[config.mk]
export PLATFORM = sky130hd
export DESIGN_NAME = dcache_access_unit
export DESIGN_NICKNAME = d
export VERILOG_FILES = /design/src/rtl/dcache_access_unit_pkg.sv /design/src/rtl/dcache_access_unit_load_align.sv /design/src/rtl/dcache_access_unit.sv
export SDC_FILE = /design/constraint.sdc
export NUM_CORES = 1
export LEC_CHECK = 0
export ABC_AREA = 1
export ABC_CLOCK_PERIOD_IN_PS = 2300
export CAP_MARGIN = 15
export CORE_ASPECT_RATIO = 1.75
export CORE_UTILIZATION = 35
export DETAILED_ROUTE_END_ITERATION = 16
export PLACE_DENSITY = 0.71
export SYNTH_ARGS = -nofsm -noshare
export SYNTH_HDL_FRONTEND = slang
export SYNTH_HIERARCHICAL = 1
export SYNTH_SLANG_ARGS = --single-unit
[constraint.sdc]
create_clock -name clk -period 2.3 [get_ports clk]
set_clock_uncertainty 0.1 [all_clocks]
set_input_delay 0.46 -clock clk [delete_from_list [all_inputs] [get_ports clk]]
set_output_delay 0.46 -clock clk [all_outputs]
set_load 0.005 [all_outputs]
[src/rtl/dcache_access_unit_pkg.sv]
// Shared types for the MEM-stage data cache access unit: RV32I load/store
// funct3 encodings, the access FSM states and the store byte-mask bases.
package rv32i_types;
  typedef enum logic [2:0] {
    LB  = 3'b000,
    LH  = 3'b001,
    LW  = 3'b010,
    LBU = 3'b100,
    LHU = 3'b101
  } load_funct3_t;

  typedef enum logic [2:0] {
    SB = 3'b000,
    SH = 3'b001,
    SW = 3'b010
  } store_funct3_t;
endpackage

package dcache_types;
  typedef enum logic [1:0] {
    IDLE = 2'b00,
    WAIT = 2'b01,
    HOLD = 2'b10
  } mem_state_t;

  localparam logic [3:0] MBE_B = 4'b0001;
  localparam logic [3:0] MBE_H = 4'b0011;
  localparam logic [3:0] MBE_W = 4'b1111;
endpackage

[src/rtl/dcache_access_unit_load_align.sv]
// Extracts the addressed byte/halfword/word from a dcache read word and
// sign- or zero-extends it for writeback.
module dcache_load_align
  import rv32i_types::*;
(
  input  logic [31:0] rdata_i,
  input  logic [1:0]  offset_i,
  input  logic [2:0]  funct3_i,
  output logic [31:0] load_data_o
);

  logic [7:0]  byte_s;
  logic [15:0] half_s;

  always_comb begin
    case (offset_i)
      2'b00:   byte_s = rdata_i[7:0];
      2'b01:   byte_s = rdata_i[15:8];
      2'b10:   byte_s = rdata_i[23:16];
      default: byte_s = rdata_i[31:24];
    endcase
    half_s = offset_i[1] ? rdata_i[31:16] : rdata_i[15:0];
    case (load_funct3_t'(funct3_i))
      LB:      load_data_o = {{24{byte_s[7]}}, byte_s};
      LBU:     load_data_o = {24'h000000, byte_s};
      LH:      load_data_o = {{16{half_s[15]}}, half_s};
      LHU:     load_data_o = {16'h0000, half_s};
      default: load_data_o = rdata_i;
    endcase
  end

endmodule

[src/rtl/dcache_access_unit.sv]
// MEM-stage dcache access unit: issues requests, stalls until response and
// holds completed results. DCACHE_MISALIGN_TRAP_EN adds the misalign output.
module dcache_access_unit
  import rv32i_types::*;
  import dcache_types::*;
#(
  parameter int ADDR_W = 32,
  parameter int DATA_W = 32
) (
  input  logic              clk,
  input  logic              rst,
  input  logic              req_valid,
  input  logic              req_read,
  input  logic              req_write,
  input  logic [2:0]        req_funct3,
  input  logic [ADDR_W-1:0] req_addr,
  input  logic [DATA_W-1:0] req_wdata,
  input  logic              flush,
  input  logic              stall_in,
  input  logic              dcache_resp,
  input  logic [DATA_W-1:0] dcache_rdata,
  output logic              dcache_read,
  output logic              dcache_write,
  output logic [ADDR_W-1:0] dcache_addr,
  output logic [3:0]        dcache_mbe,
  output logic [DATA_W-1:0] dcache_wdata,
  output logic              mem_stall,
  output logic [DATA_W-1:0] load_data,
`ifdef DCACHE_MISALIGN_TRAP_EN
  output logic              misalign,
`endif
  output logic              done
);

  mem_state_t        state_q;
  logic [DATA_W-1:0] hold_q, hold_d;
  logic              killed_q;

  logic              active_s, op_s, is_load_s, kill_s, misalign_s;
  logic              issue_s, done_s, stall_s, mis_s;
  logic [1:0]        off_s, eff_off_s;
  logic [3:0]        st_mbe_s;
  logic [DATA_W-1:0] st_wdata_s, align_s, ld_s;

  assign active_s  = req_valid & (req_read | req_write);
  assign op_s      = active_s & ~flush;
  assign is_load_s = req_read & ~req_write;
  assign off_s     = req_addr[1:0];
  assign kill_s    = killed_q | flush;

  // Halfword/word accesses only ever use the aligned part of the offset
  always_comb begin
    case (req_funct3[1:0])
      2'b00:   eff_off_s = off_s;
      2'b01:   eff_off_s = {off_s[1], 1'b0};
      default: eff_off_s = 2'b00;
    endcase
  end

`ifdef DCACHE_MISALIGN_TRAP_EN
  always_comb begin
    case (req_funct3[1:0])
      2'b01:   misalign_s = off_s[0];
      2'b10:   misalign_s = (off_s != 2'b00);
      default: misalign_s = 1'b0;
    endcase
  end
`else
  assign misalign_s = 1'b0;
`endif

  always_comb begin
    case (store_funct3_t'(req_funct3))
      SB: begin
        st_mbe_s   = MBE_B << eff_off_s;
        st_wdata_s = {4{req_wdata[7:0]}};
      end
      SH: begin
        st_mbe_s   = MBE_H << eff_off_s;
        st_wdata_s = {2{req_wdata[15:0]}};
      end
      default: begin
        st_mbe_s   = MBE_W;
        st_wdata_s = req_wdata;
      end
    endcase
  end

  dcache_load_align u_align (
    .rdata_i    (dcache_rdata),
    .offset_i   (eff_off_s),
    .funct3_i   (req_funct3),
    .load_data_o(align_s)
  );

  assign hold_d = is_load_s ? align_s : '0;

  always_comb begin
    issue_s = 1'b0;
    done_s  = 1'b0;
    stall_s = 1'b0;
    mis_s   = 1'b0;
    ld_s    = '0;
    case (state_q)
      IDLE: begin
        if (op_s && misalign_s) begin
          done_s = 1'b1;
          mis_s  = 1'b1;
        end else if (op_s) begin
          issue_s = 1'b1;
          done_s  = dcache_resp;
          stall_s = ~dcache_resp;
          ld_s    = dcache_resp ? hold_d : '0;
        end else begin
          done_s = 1'b0;
        end
      end
      // A flushed access keeps its request up; the cache cannot abort it
      WAIT: begin
        issue_s = active_s;
        stall_s = ~dcache_resp;
        done_s  = dcache_resp & ~kill_s;
        ld_s    = (dcache_resp && !kill_s) ? hold_d : '0;
      end
      HOLD: begin
        done_s = 1'b1;
        ld_s   = hold_q;
      end
      default: begin
        done_s = 1'b0;
      end
    endcase
    if (!rst) begin
      issue_s = 1'b0;
      done_s  = 1'b0;
      stall_s = 1'b0;
      mis_s   = 1'b0;
      ld_s    = '0;
    end else begin
      mis_s = mis_s;
    end
  end

  assign dcache_read  = issue_s & is_load_s;
  assign dcache_write = issue_s & req_write;
  assign dcache_addr  = issue_s ? {req_addr[ADDR_W-1:2], 2'b00} : '0;
  assign dcache_mbe   = issue_s ? (req_write ? st_mbe_s : MBE_W) : 4'b0000;
  assign dcache_wdata = (issue_s && req_write) ? st_wdata_s : '0;
  assign mem_stall    = stall_s;
  assign load_data    = ld_s;
  assign done         = done_s;
`ifdef DCACHE_MISALIGN_TRAP_EN
  assign misalign     = mis_s;
`endif

  always_ff @(posedge clk) begin
    if (!rst) begin
      state_q  <= IDLE;
      hold_q   <= '0;
      killed_q <= 1'b0;
    end else begin
      case (state_q)
        IDLE: begin
          killed_q <= 1'b0;
          if (op_s && !misalign_s) begin
            if (!dcache_resp) begin
              state_q <= WAIT;
            end else if (stall_in) begin
              state_q <= HOLD;
              hold_q  <= hold_d;
            end else begin
              state_q <= IDLE;
            end
          end
        end
        WAIT: begin
          if (dcache_resp) begin
            killed_q <= 1'b0;
            if (!kill_s && stall_in) begin
              state_q <= HOLD;
              hold_q  <= hold_d;
            end else begin
              state_q <= IDLE;
            end
          end else if (flush) begin
            killed_q <= 1'b1;
          end
        end
        HOLD: begin
          if (!stall_in) state_q <= IDLE;
        end
        default: state_q <= IDLE;
      endcase
    end
  end

endmodule

==> impl_metrics.ini, run 1 <==
[finish]
area_growth_pct = 98.02
fin_area_sq_um = 9143
num-fill-cells = 1071
regArea_sq_um = 708.2
layout.nets = 1361
multi_input_area_sq_um = 3830
final_layout_size_suffix_gt1_share_pct = 40.16

[clock_tree]
holdBufCountCts = 0
htreeDepth = 2
clock_path_buffers = 2
worstSkewPairLatency_ns = 0.29
cts_buffers = 5
cts_tree = done
cts-root-buf = clkbuf_16
path_clk_slew_ns = 0.06
cts_sinks = 35

[logic_synthesis]
ys_seq_area_share_pct = 15.18
syn_area_per_cell_sq_um = 5.018
synth_top_area_share_pct = 16.34
ys_warn_count = 6
synth_most_common_cell = nor2_1
syn_inst = 920
yosysTopAreaCell = nor2_1
synth_area_leaders = nor2_1 (16%), dfxtp_1 (15%), inv_1 (15%)
ys_types = 28
ys_top_cells_by_count = nor2_1 (201), inv_1 (184), nand2_1 (172)
synth_edf_count = 0
ys.flop_type = dfxtp_1
synth-async-reset-ratio_pct = 0
ys_ff_latch = 35
syn_area_sq_um = 4617

[floorplan]
die_w_um = 88.82
die-area_sq_um = 13670
core_sq_um = 12870
io_pins = 211
die_h_um = 153.9
initial_utilization_pct = 35.88
num_rows = 55

[detailed_routing]
drc = 0
first_pass_iters = 6
avgRoutedWirePerCell_um = 17.10
wl_um = 24400
avgViaCountPerCell = 5.385
num_vias = 7684
ant_nets = 0
drt_iter0_drc = 600

[placed_design]
gp_congestion = 1.033
io_buffers = 208
hpwlAfterDp_um = 16080
dpl_cell_area_sq_um = 7784

[run_status]
status = finished with violations
failed_checks = negative setup slack

[sta]
whs_ns = 0.4140
fin_crit_sh_pct = 123.4
setup_viol = 73
hold_violations = 0
finalMaxSlewViolations = 0
fin_crit_ns = 2.838
grt_setup_unrepaired = true
max_freq_mhz = 352.4
timing.final.ws_setup_ns = -0.5377

[global_routing]
grt_pass1_vias = 7165
gr-total-overflow = 0
grt_max_degree = 35
antenna_found_initial = 0
grt_pass1_wl_um = 35080
grt_use_total_pct = 33.43

[power_and_ir_drop]
powerDensity_nw_per_um2 = 301.0
total_power_mw = 2.752
p_leak_nw = 4.531
peakVddDrop_v = 0.0002513

[worst_setup_path]
critPathMaxFanout = 5
required_ns = 1.74
setup.worst_path.end_class = output port
startpoint_type = primary input
critPathKind = primary input to output port
cp.arrival_ns = 2.28
rr_worst_depth = 11

[hold_path]
holdPathStages = 4
min_path_type = register to register

[run]
drv_cap = 0
-- sequential cells by signal (all words and copies together), names as in the netlist --
register  count
hold_q       32
killed_q      1
state_q       2
-- critical path: stages --
cell and delay [ns]:
buf_6 0.10, buf_6 0.12, nor2_4 0.08, nand2_2 0.08
inv_4 0.10, nand2_4 0.05, or2_4 0.28, buf_6 0.13
nand3_4 0.09, buf_6 0.14, nand3_2 0.08, inv_2 0.08
nor2_4 0.04, a31oi_2 0.19, a21oi_2 0.09, buf_2 0.14
-- metal layers --
| layer | global-route usage [%] | part of all wire (%) | vias to the layer above |
|---|---|---|---|
| li1 | - | - | 3538 |
| met1 | 34.37 | 33 | 3515 |
| met2 | 59.93 | 51 | 508 |
| met3 | 7.032 | 10 | 123 |
| met4 | 19.97 | 6.2 | 0 |
| met5 | 0 | 0 | - |
-- layout by cell type, fill, tap and decap left out, drive strengths merged, types with 3 or more instances in the layout --
cell	n
clkbuf	30
buf	249
dlymetal6s2s	5
nand3	62
clkdlybuf4s50	95
clkdlybuf4s15	3
dlygate4sd2	12
nand4	64
inv	189
o211ai	4
a31oi	32
nand2	175
a21oi	50
nor2	206
o21ai	35
dfxtp	35
-- worst paths after layout --
check	start	to	slack, ns
setup / recovery	req_funct3[1]	load_data[25]	-0.54
hold / removal	hold_q[14]$_SDFFE_PN0P_	hold_q[14]$_SDFFE_PN0P_	0.41
hold reg to reg	hold_q[14]$_SDFFE_PN0P_	hold_q[14]$_SDFFE_PN0P_	0.41
setup reg to reg	state_q[0]$_SDFFE_PN0P_	hold_q[31]$_SDFFE_PN0P_	0.26
-- final cells by class --
cell class              instances  area share [%]
well taps                     171           2.340
flip-flops and latches         35           7.746
diodes                          1         0.02737
inverters                     191           8.143
multi-input cells             633           41.89
clock buffers                   8           1.711
repair buffers                388           38.14
-- stage by stage --
| stage | setup WS, ns | cells | setup TNS, ns | util, % |
|---|---|---|---|---|
| 3_3_place_gp | -1.240 | 1353 | -97.92 | 60.49 |
| 3_5_place_dp | -1.234 | 1353 | -99.29 | 60.49 |
| 2_1_floorplan | -0.01719 | 921 | -0.2780 | - |
| 6_report | -0.5377 | 1427 | -18.41 | 71.05 |
| 4_1_cts | -0.4426 | 1406 | -31.99 | 67.77 |
| 5_1_grt | -0.5422 | 1426 | -24.02 | 71.03 |
-- what timing repair did --
item | 4_1_cts | 5_1_grt
pin swaps | 117 | 80
resized for setup | 331 | 312
setup endpoints to repair | 116 | 102
gates cloned | 9 | 1
buffers inserted | 37 | 24
-- kinds of logic after synthesis --
logic type             Yosys count  share of synthesized area [%]
flip-flops                      35                          15.18
AO/OA/AOI/OAI                  121                          14.28
AND/OR/NAND/NOR                508                          48.27
other                            1                        0.08122
buffers and inverters          255                          22.19
-- power by group --
| part | internal, mW | total (mW) | switching (mW) |
|---|---|---|---|
| clock network | 0.462 | 0.743 | 0.281 |
| registers | 0.634 | 0.644 | 0.00992 |
| logic | 0.636 | 1.36 | 0.729 |
Note: power is estimated with default switching activity, not from simulation.
==> run 2, diff against run 1 <==
- SLEW_MARGIN: not set -> 20
==> results of run 2 <==
No change in the layout: final DEF, timing and power equal those of run 1.
==> run 3, diff against run 2 <==
- REMOVE_ABC_BUFFERS: not set -> 1
==> run 3 against run 2 <==
The flow still finishes with violations (negative setup slack); utilization is 0.50 points higher; sequential power hardly changed; maximum frequency is 0.47% higher; non-clock buffer count is 4 lower; final cell count is 0.56% lower; total power is 0.43% lower; final area is 0.70% higher; register-to-register slack worse by 0.06 ns; critical path depth is 1 higher; combinational power hardly changed; setup slack better by 0.013 ns; global-route usage is 0.33 points lower.
==> impl_metrics.ini, run 3 (synthesis results as in run 1) <==
[floorplan]
core_sq_um = 12870
die_w_um = 88.82
io_pins = 211
initial_utilization_pct = 35.88
num_rows = 55
die_h_um = 153.9
die-area_sq_um = 13670

[detailed_routing]
drt_iter0_drc = 915
first_pass_iters = 5
num_vias = 7845
ant_nets = 0
avgViaCountPerCell = 5.529
drc = 0
wl_um = 25100
avgRoutedWirePerCell_um = 17.69

[sta]
fin_crit_sh_pct = 122.8
max_freq_mhz = 354.1
whs_ns = 0.4150
hold_violations = 0
setup_viol = 83
finalMaxSlewViolations = 0
fin_crit_ns = 2.824
final.setup.tns_ns = -16.87
grt_setup_unrepaired = true
timing.final.ws_setup_ns = -0.5245

[finish]
regArea_sq_um = 708.2
layout.nets = 1355
final_layout_size_suffix_gt1_share_pct = 42.71
final_core_util_pct = 71.54
num-fill-cells = 993
multi_input_area_sq_um = 3857
area_growth_pct = 99.40
layout.cells.non_filler = 1419
largest_register_ffs = 32
diodes = 0
top_register = hold_q
largest_registers = hold_q x32, state_q x2, killed_q x1
layout_commonest_cell = nand2_1
final_cell_mix = nand2_1 (156), inv_1 (142), nor2_1 (115), buf_4 (98)
fin_area_sq_um = 9206

[power_and_ir_drop]
peakVddDrop_v = 0.0002202
powerDensity_nw_per_um2 = 297.7
total_power_mw = 2.740
p_leak_nw = 4.506

[worst_setup_path]
cp.arrival_ns = 2.26
worstPathCellList = buf_12 > inv_8 > nand2_4 > inv_6 > buf_6 > nor2_4 > nand2_2 > nand3_4 > nand3_4 > buf_12 > buf_4 > nand3_2 > inv_2 > nor2_4 > nand4_1 > a21oi_2 > buf_2
slowest_delay_ns = 0.21
required_ns = 1.74
crit_buf_inv = 8
startpoint_type = primary input
reg2reg_setup_slack_ns = 0.20
critPathKind = primary input to output port
critPathSlowestCell = buf_12
r2r-start = state_q[0]$_SDFFE_PN0P_
critPathMaxFanout = 6
worstReg2RegEnd = hold_q[7]$_SDFFE_PN0P_
rr_worst_depth = 11
setup.worst_path.end_class = output port
crit_family = buffers and inverters

[global_routing]
grt_max_degree = 36
grt_pass1_vias = 7419
grt_use_total_pct = 33.11
gr-total-overflow = 0
grt_pass1_wl_um = 35080
antenna_found_initial = 0

[run_status]
status = finished with violations
failed_checks = negative setup slack

[placed_design]
dpl_cell_area_sq_um = 7518
post-place-ws_ns = -1.334
dp.cells = 1338
hpwlAfterDp_um = 14890
io_buffers = 208
gp_congestion = 0.9754

[run]
drv_cap = 0

[clock_tree]
htreeDepth = 2
path_clk_slew_ns = 0.06
cts_sinks = 35
cts-root-buf = clkbuf_16
clock_path_buffers = 2
cts_buffers = 5
worstSkewPairLatency_ns = 0.29
cts_tree = done

[hold_path]
min_path_type = register to register
hp-start = hold_q[25]$_SDFFE_PN0P_
holdPathStages = 4
holdPathEnd = hold_q[25]$_SDFFE_PN0P_
-- run 3: cell types whose count changed in the layout (fill, tap and decap cells not counted), moves of 8 or more --
cell and delta:
a31oi_2 -8, nor2_1 -16, buf_2 +20, clkbuf_2 -9
buf_4 -19, clkdlybuf4s50_1 -8, a31oi_1 +12, buf_6 +15
nor2_4 +19
-- run 3: worst min-delay path, delay by kind of cell, from the launching register on --
kind	cells	cell delay, ns
buf+inv	2	0.10
flops	1	0.29
simple gates	2	0.08
-- run 3: final cells by class --
cell class	instances	area share, %
Tap cell	171	2.324
Sequential cell	35	7.692
Timing Repair Buffer	384	38.48
Clock buffer	6	1.509
Inverter	191	8.046
Multi-Input combinational cell	631	41.90
Clock inverter	1	0.05436
-- run 3: worst max-delay path by stage --
| stage | start | to | slack, ns | depth (start not counted) |
|---|---|---|---|---|
| 5_1_grt | req_funct3[1] | load_data[11] | -0.58 | 17 |
| 2_1_floorplan | req_funct3[1] | load_data[16] | -0.54 | 13 |
| 3_5_place_dp | req_funct3[1] | load_data[13] | -1.33 | 15 |
| 3_3_place_gp | req_funct3[1] | load_data[23] | -1.31 | 15 |
| 6_report | req_funct3[1] | load_data[14] | -0.52 | 17 |
| 4_1_cts | req_funct3[1] | load_data[14] | -0.44 | 15 |
-- run 3: repair_timing --
action | in CTS | in global routing
pin swaps | 134 | 64
cloned | 8 | 4
hold buffers | 0 | 0
buffers inserted | 54 | 22
endpoints found under the setup margin | 131 | 103
resized for setup | 662 | 181
-- run 3: routing by layer --
layer	track usage, %	part of all wire, %
met5	0	0
met4	24.81	7.8
met3	6.441	8.1
met2	59.52	52
met1	32.04	32
-- run 3: report_power, final --
group	internal [mW]	switching (mW)
sequential	0.634	0.00959
combinational	0.629	0.750
clock	0.424	0.294
